[src/rtl/conv_pkg.sv]
// conv_pkg: shared FSM states and size helpers for the convolution stream sequencer.
//   state_e    : IDLE / FILL / RUN / FLUSH sequencer states
//   r_of       : kernel radius R = (N-1)/2
//   filt_lat_f : default filter latency, LINE_WIDTH*R + R + 2 enables
//   cnt_w      : width of a frame pixel counter, $clog2(LINE_WIDTH*FRAME_HEIGHT+1)
//   pos_w      : width of a coordinate that ranges over 0..n-1
package conv_pkg;
  typedef enum logic [1:0] {IDLE, FILL, RUN, FLUSH} state_e;
  function automatic int r_of(input int n);
    return (n - 1) / 2;
  endfunction
  function automatic int filt_lat_f(input int n, input int lw);
    return lw * r_of(n) + r_of(n) + 2;
  endfunction
  function automatic int cnt_w(input int lw, input int fh);
    return $clog2(lw * fh + 1);
  endfunction
  function automatic int pos_w(input int n);
    return n > 1 ? $clog2(n) : 1;
  endfunction
endpackage

[src/rtl/pix_pos_counter.sv]
// pix_pos_counter: raster x/y position counter that wraps at the end of each line and frame.
//   clk, rst : clock, synchronous active-low reset
//   en_i     : advance one pixel
//   x_o, y_o : current column / row
//   eol_o    : current pixel is the last of its line
//   last_o   : current pixel is the last of the frame
module pix_pos_counter import conv_pkg::*; #(
  parameter int W = 640,
  parameter int H = 480
) (
  input  logic                 clk,
  input  logic                 rst,
  input  logic                 en_i,
  output logic [pos_w(W)-1:0]  x_o,
  output logic [pos_w(H)-1:0]  y_o,
  output logic                 eol_o,
  output logic                 last_o
);
  localparam int XW = pos_w(W);
  localparam int YW = pos_w(H);
  logic [XW-1:0] x_q, x_d;
  logic [YW-1:0] y_q, y_d;
  assign eol_o  = x_q == XW'(W - 1);
  assign last_o = eol_o && y_q == YW'(H - 1);
  assign x_o    = x_q;
  assign y_o    = y_q;
  always_comb begin
    x_d = en_i ? (eol_o ? '0 : x_q + 1'b1) : x_q;
    y_d = en_i && eol_o ? (last_o ? '0 : y_q + 1'b1) : y_q;
  end
  always_ff @(posedge clk) begin
    if (!rst) begin
      x_q <= '0;
      y_q <= '0;
    end else begin
      x_q <= x_d;
      y_q <= y_d;
    end
  end
endmodule

[src/rtl/conv_stream_ctrl.sv]
// conv_stream_ctrl: sequences an NxN convolution filter between a pixel stream and a marked output stream.
//   clk, rst                      : clock, synchronous active-low reset (shared with the filter)
//   in_valid/in_ready/in_sof/in_data : input pixel stream, in_sof marks a frame's first pixel
//   filt_en/filt_data/filt_result : filter clock-enable, data in, centred result out
//   out_valid/out_ready/out_data  : filtered pixel stream
//   out_sof/out_eol/out_eof       : frame start / line end / frame end markers
//   busy                          : sequencer is inside a frame
//   sof_err                       : sticky, in_sof arrived mid-frame
// Build option: define BORDER_ZERO_EN to zero results whose kernel window crosses the frame edge.
module conv_stream_ctrl import conv_pkg::*; #(
  parameter int N            = 3,
  parameter int LINE_WIDTH   = 640,
  parameter int FRAME_HEIGHT = 480,
  parameter int PRECISION    = 31,
  parameter int FILT_LAT     = filt_lat_f(N, LINE_WIDTH)
) (
  input  logic                 clk,
  input  logic                 rst,
  input  logic                 in_valid,
  output logic                 in_ready,
  input  logic                 in_sof,
  input  logic [PRECISION-1:0] in_data,
  output logic                 filt_en,
  output logic [PRECISION-1:0] filt_data,
  input  logic [PRECISION-1:0] filt_result,
  output logic                 out_valid,
  input  logic                 out_ready,
  output logic [PRECISION-1:0] out_data,
  output logic                 out_sof,
  output logic                 out_eol,
  output logic                 out_eof,
  output logic                 busy,
  output logic                 sof_err
);
  localparam int CW = cnt_w(LINE_WIDTH, FRAME_HEIGHT);
  localparam int XW = pos_w(LINE_WIDTH);
  localparam int YW = pos_w(FRAME_HEIGHT);
  localparam logic [CW-1:0] LAT_C = CW'(FILT_LAT);
  localparam logic [CW-1:0] TOT_C = CW'(LINE_WIDTH * FRAME_HEIGHT);
  state_e        state_q, state_d;
  logic [CW-1:0] in_cnt_q, in_cnt_d, flush_cnt_q, flush_cnt_d;
  logic          out_valid_q, out_valid_d, sof_err_q, sof_err_d;
  logic          slot_free, out_eol_raw, out_last;
  logic [XW-1:0] out_x;
  logic [YW-1:0] out_y;
  // The filter only shifts when the output slot can take its result, so filt_result
  // stays put while a presented output waits for out_ready.
  assign slot_free = !out_valid_q || out_ready;
  always_comb begin
    state_d     = state_q;
    in_cnt_d    = in_cnt_q;
    flush_cnt_d = flush_cnt_q;
    sof_err_d   = sof_err_q;
    in_ready    = 1'b0;
    filt_en     = 1'b0;
    case (state_q)
      IDLE: begin
        in_ready = 1'b1;
        filt_en  = in_valid && in_sof;
        if (filt_en) begin
          in_cnt_d = CW'(1);
          state_d  = FILL;
        end
      end
      FILL: begin
        in_ready = 1'b1;
        filt_en  = in_valid;
        if (filt_en) begin
          in_cnt_d  = in_cnt_q + 1'b1;
          sof_err_d = sof_err_q || in_sof;
          state_d   = in_cnt_d == LAT_C ? RUN : FILL;
        end
      end
      RUN: begin
        in_ready = slot_free;
        filt_en  = in_valid && slot_free;
        if (filt_en) begin
          in_cnt_d  = in_cnt_q + 1'b1;
          sof_err_d = sof_err_q || in_sof;
          state_d   = in_cnt_d == TOT_C ? FLUSH : RUN;
        end
      end
      FLUSH: begin
        filt_en = slot_free;
        if (filt_en) begin
          flush_cnt_d = flush_cnt_q + 1'b1;
          if (flush_cnt_d == LAT_C) begin
            flush_cnt_d = '0;
            in_cnt_d    = '0;
            state_d     = IDLE;
          end
        end
      end
      default: state_d = IDLE;
    endcase
    out_valid_d = (filt_en && (state_q == RUN || state_q == FLUSH)) || (out_valid_q && !out_ready);
  end
  always_ff @(posedge clk) begin
    if (!rst) begin
      state_q     <= IDLE;
      in_cnt_q    <= '0;
      flush_cnt_q <= '0;
      out_valid_q <= 1'b0;
      sof_err_q   <= 1'b0;
    end else begin
      state_q     <= state_d;
      in_cnt_q    <= in_cnt_d;
      flush_cnt_q <= flush_cnt_d;
      out_valid_q <= out_valid_d;
      sof_err_q   <= sof_err_d;
    end
  end
  pix_pos_counter #(.W(LINE_WIDTH), .H(FRAME_HEIGHT)) u_pos (
    .clk    (clk),
    .rst    (rst),
    .en_i   (out_valid_q && out_ready),
    .x_o    (out_x),
    .y_o    (out_y),
    .eol_o  (out_eol_raw),
    .last_o (out_last)
  );
  assign filt_data = state_q == FLUSH ? '0 : in_data;
  assign out_valid = out_valid_q;
  assign out_sof   = out_valid_q && out_x == '0 && out_y == '0;
  assign out_eol   = out_valid_q && out_eol_raw;
  assign out_eof   = out_valid_q && out_last;
  assign busy      = state_q != IDLE;
  assign sof_err   = sof_err_q;
`ifdef BORDER_ZERO_EN
  localparam int R = r_of(N);
  logic border;
  assign border   = out_x < XW'(R) || out_x >= XW'(LINE_WIDTH - R) ||
                    out_y < YW'(R) || out_y >= YW'(FRAME_HEIGHT - R);
  assign out_data = border ? '0 : filt_result;
`else
  assign out_data = filt_result;
`endif
endmodule

[config.mk]
export PLATFORM = sky130hd
export DESIGN_NAME = conv_stream_ctrl
export DESIGN_NICKNAME = d
export VERILOG_FILES = /design/src/rtl/conv_pkg.sv /design/src/rtl/pix_pos_counter.sv /design/src/rtl/conv_stream_ctrl.sv
export SDC_FILE = /design/constraint.sdc
export NUM_CORES = 1
export LEC_CHECK = 0
export BUFFER_PORTS_ARGS = -buffer_cell sky130_fd_sc_hd__buf_2
export CAP_MARGIN = 20
export CORE_AREA = 2 2 92 112
export DETAILED_ROUTE_END_ITERATION = 8
export DIE_AREA = 0 0 94 114
export PLACE_DENSITY = 0.82
export SYNTH_ARGS = -nofsm -noshare
export SYNTH_HDL_FRONTEND = slang
export SYNTH_SLANG_ARGS = --single-unit
export TNS_END_PERCENT = 100
[constraint.sdc]
create_clock -name clk -period 2.95 [get_ports clk]
set_input_delay 0.4425 -clock clk [delete_from_list [all_inputs] [get_ports clk]]
set_output_delay 0.4425 -clock clk [all_outputs]
set_load 0.01 [all_outputs]
## Word level (Yosys, flattened, before mapping)

Cells that the tools add are included.

- Reductions and logical operators: 26
- Mux-type cells: 23
- Add/sub/neg operators: 4
- Eq/ne operators: 13

Operator list:

| operator | number |
|---|---|
| $mux 19 | 6 |
| $pmux 19 s4 | 1 |
| $add 19x1->19 const B | 2 |
| $eq 19x10->1 const B | 2 |
| $mux 31 | 1 |
| $eq 19x19->1 const B | 1 |
| $mux 2 | 6 |
| $logic_and 1x1->1 | 11 |
| $add 10x1->10 const B | 1 |
| $eq 10x10->1 const B | 1 |
| $logic_not 10->1 | 1 |
| $mux 10 | 1 |
| $ne 2x2->1 const B | 5 |
| $add 9x1->9 const B | 1 |
| $eq 9x9->1 const B | 1 |
| $logic_not 9->1 | 1 |
| $mux 9 | 1 |
| $pmux 2 s4 | 1 |
| $reduce_and 5->1 | 1 |
| $eq 2x2->1 const B | 2 |
| $logic_or 1x1->1 | 4 |
| $pmux 1 s2 | 2 |
| $pmux 1 s4 | 1 |
| $reduce_bool 2->1 | 2 |
| other kinds (7) | 10 |

- Word-level logic and storage cells: 73
- Output and inout bits: 70
- Input port bits: 67
- Register bits: 61

## Logic depth before layout (Yosys ltp)

- Depth in word-level cells: 6
- Gate-level depth with buffers: 10
- Gate-level depth less buffers: 8

## By module

Synthesis repeated with hierarchy kept, for this count alone.

- Cells, all modules: 564
- Area total of the unflattened synthesis: 4,320.4 µm²

Modules (own cells, without submodules):

| module | area each (µm²) | seq. area each (µm²) | times used | cells an instance |
|---|---|---|---|---|
| conv_stream_ctrl | 3,367.0 | 840.8 | 1 | 456 |
| pix_pos_counter | 953.4 | 380.4 | 1 | 108 |

## Worst setup path after synthesis

No wires, ideal clock.

- Kind: register -> register
- From: register flush_cnt_q[1]
- To: register in_cnt_q[9]
- Arrival time: 2.774 ns
- Period minus slack after synthesis: 2.913 ns
- Setup slack: 0.037 ns
- Cell stages (with the launch flop): 10
- Cell sequence: dfxtp_1 ha_1 nand3_4 nor4_4 a21boi_1 or3_4 o41a_1 clkbuf_1 o311ai_0 o41ai_2

- Longest elaborated chain between the ends: 4

RTL lines:

| what | line | text |
|---|---|---|
| start: declaration | conv_stream_ctrl.sv:41 | `logic [CW-1:0] in_cnt_q, in_cnt_d, flush_cnt_q, flush_cnt_d;` |
| start signal: assignment | conv_stream_ctrl.sv:108 | `flush_cnt_q <= flush_cnt_d;` |
| $add 19x1->19 | conv_stream_ctrl.sv:86 | `flush_cnt_d = flush_cnt_q + 1'b1;` |
| $eq 19x10->1 | conv_stream_ctrl.sv:87 | `if (flush_cnt_d == LAT_C) begin` |
| $ne 2x2->1 (no source line) | - |  |
| $reduce_and 5->1 (no source line) | - |  |
| end signal: assignment | conv_stream_ctrl.sv:107 | `in_cnt_q <= in_cnt_d;` |
| end: declaration | conv_stream_ctrl.sv:41 |  |

No other way between the ends.
A chain may end at the register's enable or synchronous reset.

## Final worst setup path

- From: register flush_cnt_q[1]
- To: register in_cnt_q[1]

Same word-level chain as after synthesis.

==> metrics <==
status completed; CTS sink cnt 61; Cell Rows 40; crit start category flop; Synth top cells by count dfxtp_1, nor2_1, nand2_1, buf_4, nor2b_1; GRT met2 Usage 37.7%; Worst EP arrival 3.13 ns; Syn-to-layout area delta 17.8%; Synth cell types 63; top cell type's share of synthesized area 27.6%; Root Driver clkbuf_16; vias ~4400; number of synthesized flops with an enable pin 0; CTS max path bufs 2; DRT iter0 DRCs 267; placeable core area 0.00976 sq mm; maximum vdd drop between 0.2 and 0.25 mV; Req. time, crit path 3.21 ns; syn_nets 652; clk slew on worst S/H paths approximately 0.050 ns; critical path capture point type flop; main area contributors after synthesis dfxtp_1, buf_4, nor2b_1; GRT busiest layer met2; Rel. slew slack 52.6%; CTS HTree Levels 3; kind of critical path reg2reg; Slew Viols, Final 0; TritonRoute pass-1 iters 7; cell taking the most area after synthesis dfxtp_1; CTS Buf Count 9; routed wire length per instance 16.3 um; GR Util All Layers 21.8%; setup skew after layout 0.00967 ns; initial antenna violation count 0; nets 700; dpl cells approximately 720; Final HPWL DP approximately 8.4 mm; first-pass GRT wire length 18.8 mm; dpl ws 0.0270 ns; Final setup violation count 0; synthesized netlist cell count 571; met1 usage 24.4%; Residual DRC 0; pwr dens 427 mW/mm^2; class of the worst hold path in2reg; leakage power 1.96 nW; FMAX 0.349 GHz; Tightest Pin Transition between 0.7 and 0.8 ns; synthesized flop and latch total 61; drt total wl 12.2 mm; Die Wd 94 um; asr flop ratio synth 0%; min cycle time layout around 2.9 ns; ANT nets after route 0; Clk Latency, worst-skew pair 0.34 ns; crit-path max FO 7; non-filler cells, final 750; met3 usage 5.94%; die area 0.0107 sq mm; Starting Density 45.3%; sequential area share after synthesis between 20 and 30%; final hold viol count 0; routability congestion estimate 0.916; share of layout cells above drive strength 1 24.4%; Avg Inst Size Synth 7.74 sq um; final core occ a little over half; Overflow after GRT 0; most common cell in the synthesized netlist dfxtp_1; Yosys warnings 0; max-cap viol count 0; Vias/cell 5.90; FILL cells 911; largest net degree at the start of global routing 39; Setup WS post-layout between 0.08 and 0.09 ns; CTS tree built; Primary FF master, synth dfxtp_1; Die Y-Extent around 110 um; Final period util 97.2%; vias in the first global route 4125; IO Count 137; buffers added on ports 74; Inserted Diodes 0; Post-Synthesis Cell Area 0.00442 sq mm
==> cells by family (layout without fill, tap and decap cells) <==
| logic type | after synthesis | count (layout) | synth area share, % |
|---|---|---|---|
| AND/OR/NAND/NOR | 261 | 262 | 33.0 |
| AO/OA/AOI/OAI | 114 | 114 | 17.5 |
| buffers and inverters | 83 | 135 | 10.3 |
| flip-flops | 61 | 61 | 27.6 |
| XOR/XNOR | 36 | 36 | 7.14 |
| adder cells (fa/ha/maj) | 14 | 14 | 3.97 |
| multiplexers | 2 | 2 | 0.453 |
==> metrics by stage <==
stage | cell area, sq um | power [mW] | TNS (ns) | hold WS, ns
floorplan | 4420 | 1.03 | 0 | 0.455
global placement | 4700 | 1.07 | 0 | 0.455
detailed placement | 4700 | 1.08 | 0 | 0.459
CTS | 5030 | 2.23 | 0 | 0.355
global route | 5200 | 2.30 | -0.0898 | 0.362
finish | 5200 | 2.22 | 0 | 0.367
==> cell type report <==
| cell class | count | area (sq um) | area share, % |
|---|---|---|---|
| timing repair buffer | 103 | 616 | 11.8 |
| sequential | 61 | 1240 | 23.8 |
| multi-input combinational | 428 | 2810 | 53.9 |
| clock buffer | 9 | 225 | 4.33 |
| clock inverter | 7 | 98.8 | 1.90 |
| inverter | 16 | 60.1 | 1.15 |
| tap | 126 | 158 | 3.03 |
==> report_power, final <==
| part | total [mW] | switching, mW | internal, mW |
|---|---|---|---|
| Combinational | 0.239 | 0.144 | 0.0941 |
| Sequential | 0.838 | 0.00777 | 0.830 |
| Clock | 1.15 | 0.405 | 0.743 |
| Total | 2.22 | 0.557 | 1.67 |
==> sequential cells by signal, summed over array words and instances (netlist names), named ones only <==
register and flops:
flush_cnt_q 19, in_cnt_q 19, u_pos.x_o 10, u_pos.y_o 9, out_valid 1, sof_err 1, state_q 1
==> routing by layer <==
| layer | up-vias | part of all wire (%) |
|---|---|---|
| met1 | 2097 | 40 |
| met4 | 0 | 3.0 |
| met3 | 41 | 5.6 |
| li1 | 2130 | - |
| met5 | - | 0 |
| met2 | 158 | 51 |
==> cell usage in the layout (no fill, tap or decap), types with 5 or more instances in the layout <==
| master | n |
|---|---|
| xnor2_1 | 16 |
| nand3b_1 | 7 |
| buf_2 | 75 |
| a31oi_1 | 9 |
| a21oi_1 | 27 |
| clkbuf_16 | 10 |
| or4_1 | 6 |
| o21ai_0 | 23 |
| nor2_1 | 47 |
| buf_4 | 26 |
| nand4_1 | 23 |
| dfxtp_1 | 50 |
| nand3_1 | 26 |
| or3_1 | 9 |
| nand2_1 | 41 |
| ha_1 | 13 |
| nor3_1 | 18 |
| nor2b_1 | 34 |
| inv_1 | 16 |
| dfxtp_2 | 9 |
| nor4_1 | 9 |
| xor2_1 | 20 |
| and3_1 | 9 |
| o211ai_1 | 7 |
| o21ai_1 | 8 |
| and2_1 | 6 |
| and4_1 | 7 |
| o41ai_2 | 5 |
==> final timing paths <==
| check | start | endpoint | depth (start not counted) | slack, ns |
|---|---|---|---|---|
| max | flush_cnt_q[1] | in_cnt_q[1] | 9 | 0.08 |
| min | in_sof | sof_err | 3 | 0.37 |
| max reg2reg | flush_cnt_q[1] | in_cnt_q[1] | 9 | 0.08 |
| min reg2reg | sof_err | sof_err | 2 | 0.47 |
==> critical path, cell delays in order (launching register included) <==
cell      delay [ns]
dfxtp_2         0.35
ha_4            0.16
nand3_4         0.12
nor4_4          0.36
a21boi_2        0.11
or3_4           0.39
o41a_1          0.43
buf_12          0.18
or4_4           0.52
a21oi_2         0.17
==> timing repair <==
item	CTS	global route
hold buffers	0	0
setup buffers	0	8
gates resized for setup	3	24
pin swaps	0	9
gates cloned	0	2
setup endpoints to repair	1	8
Note: power is estimated with default switching activity, not from simulation.
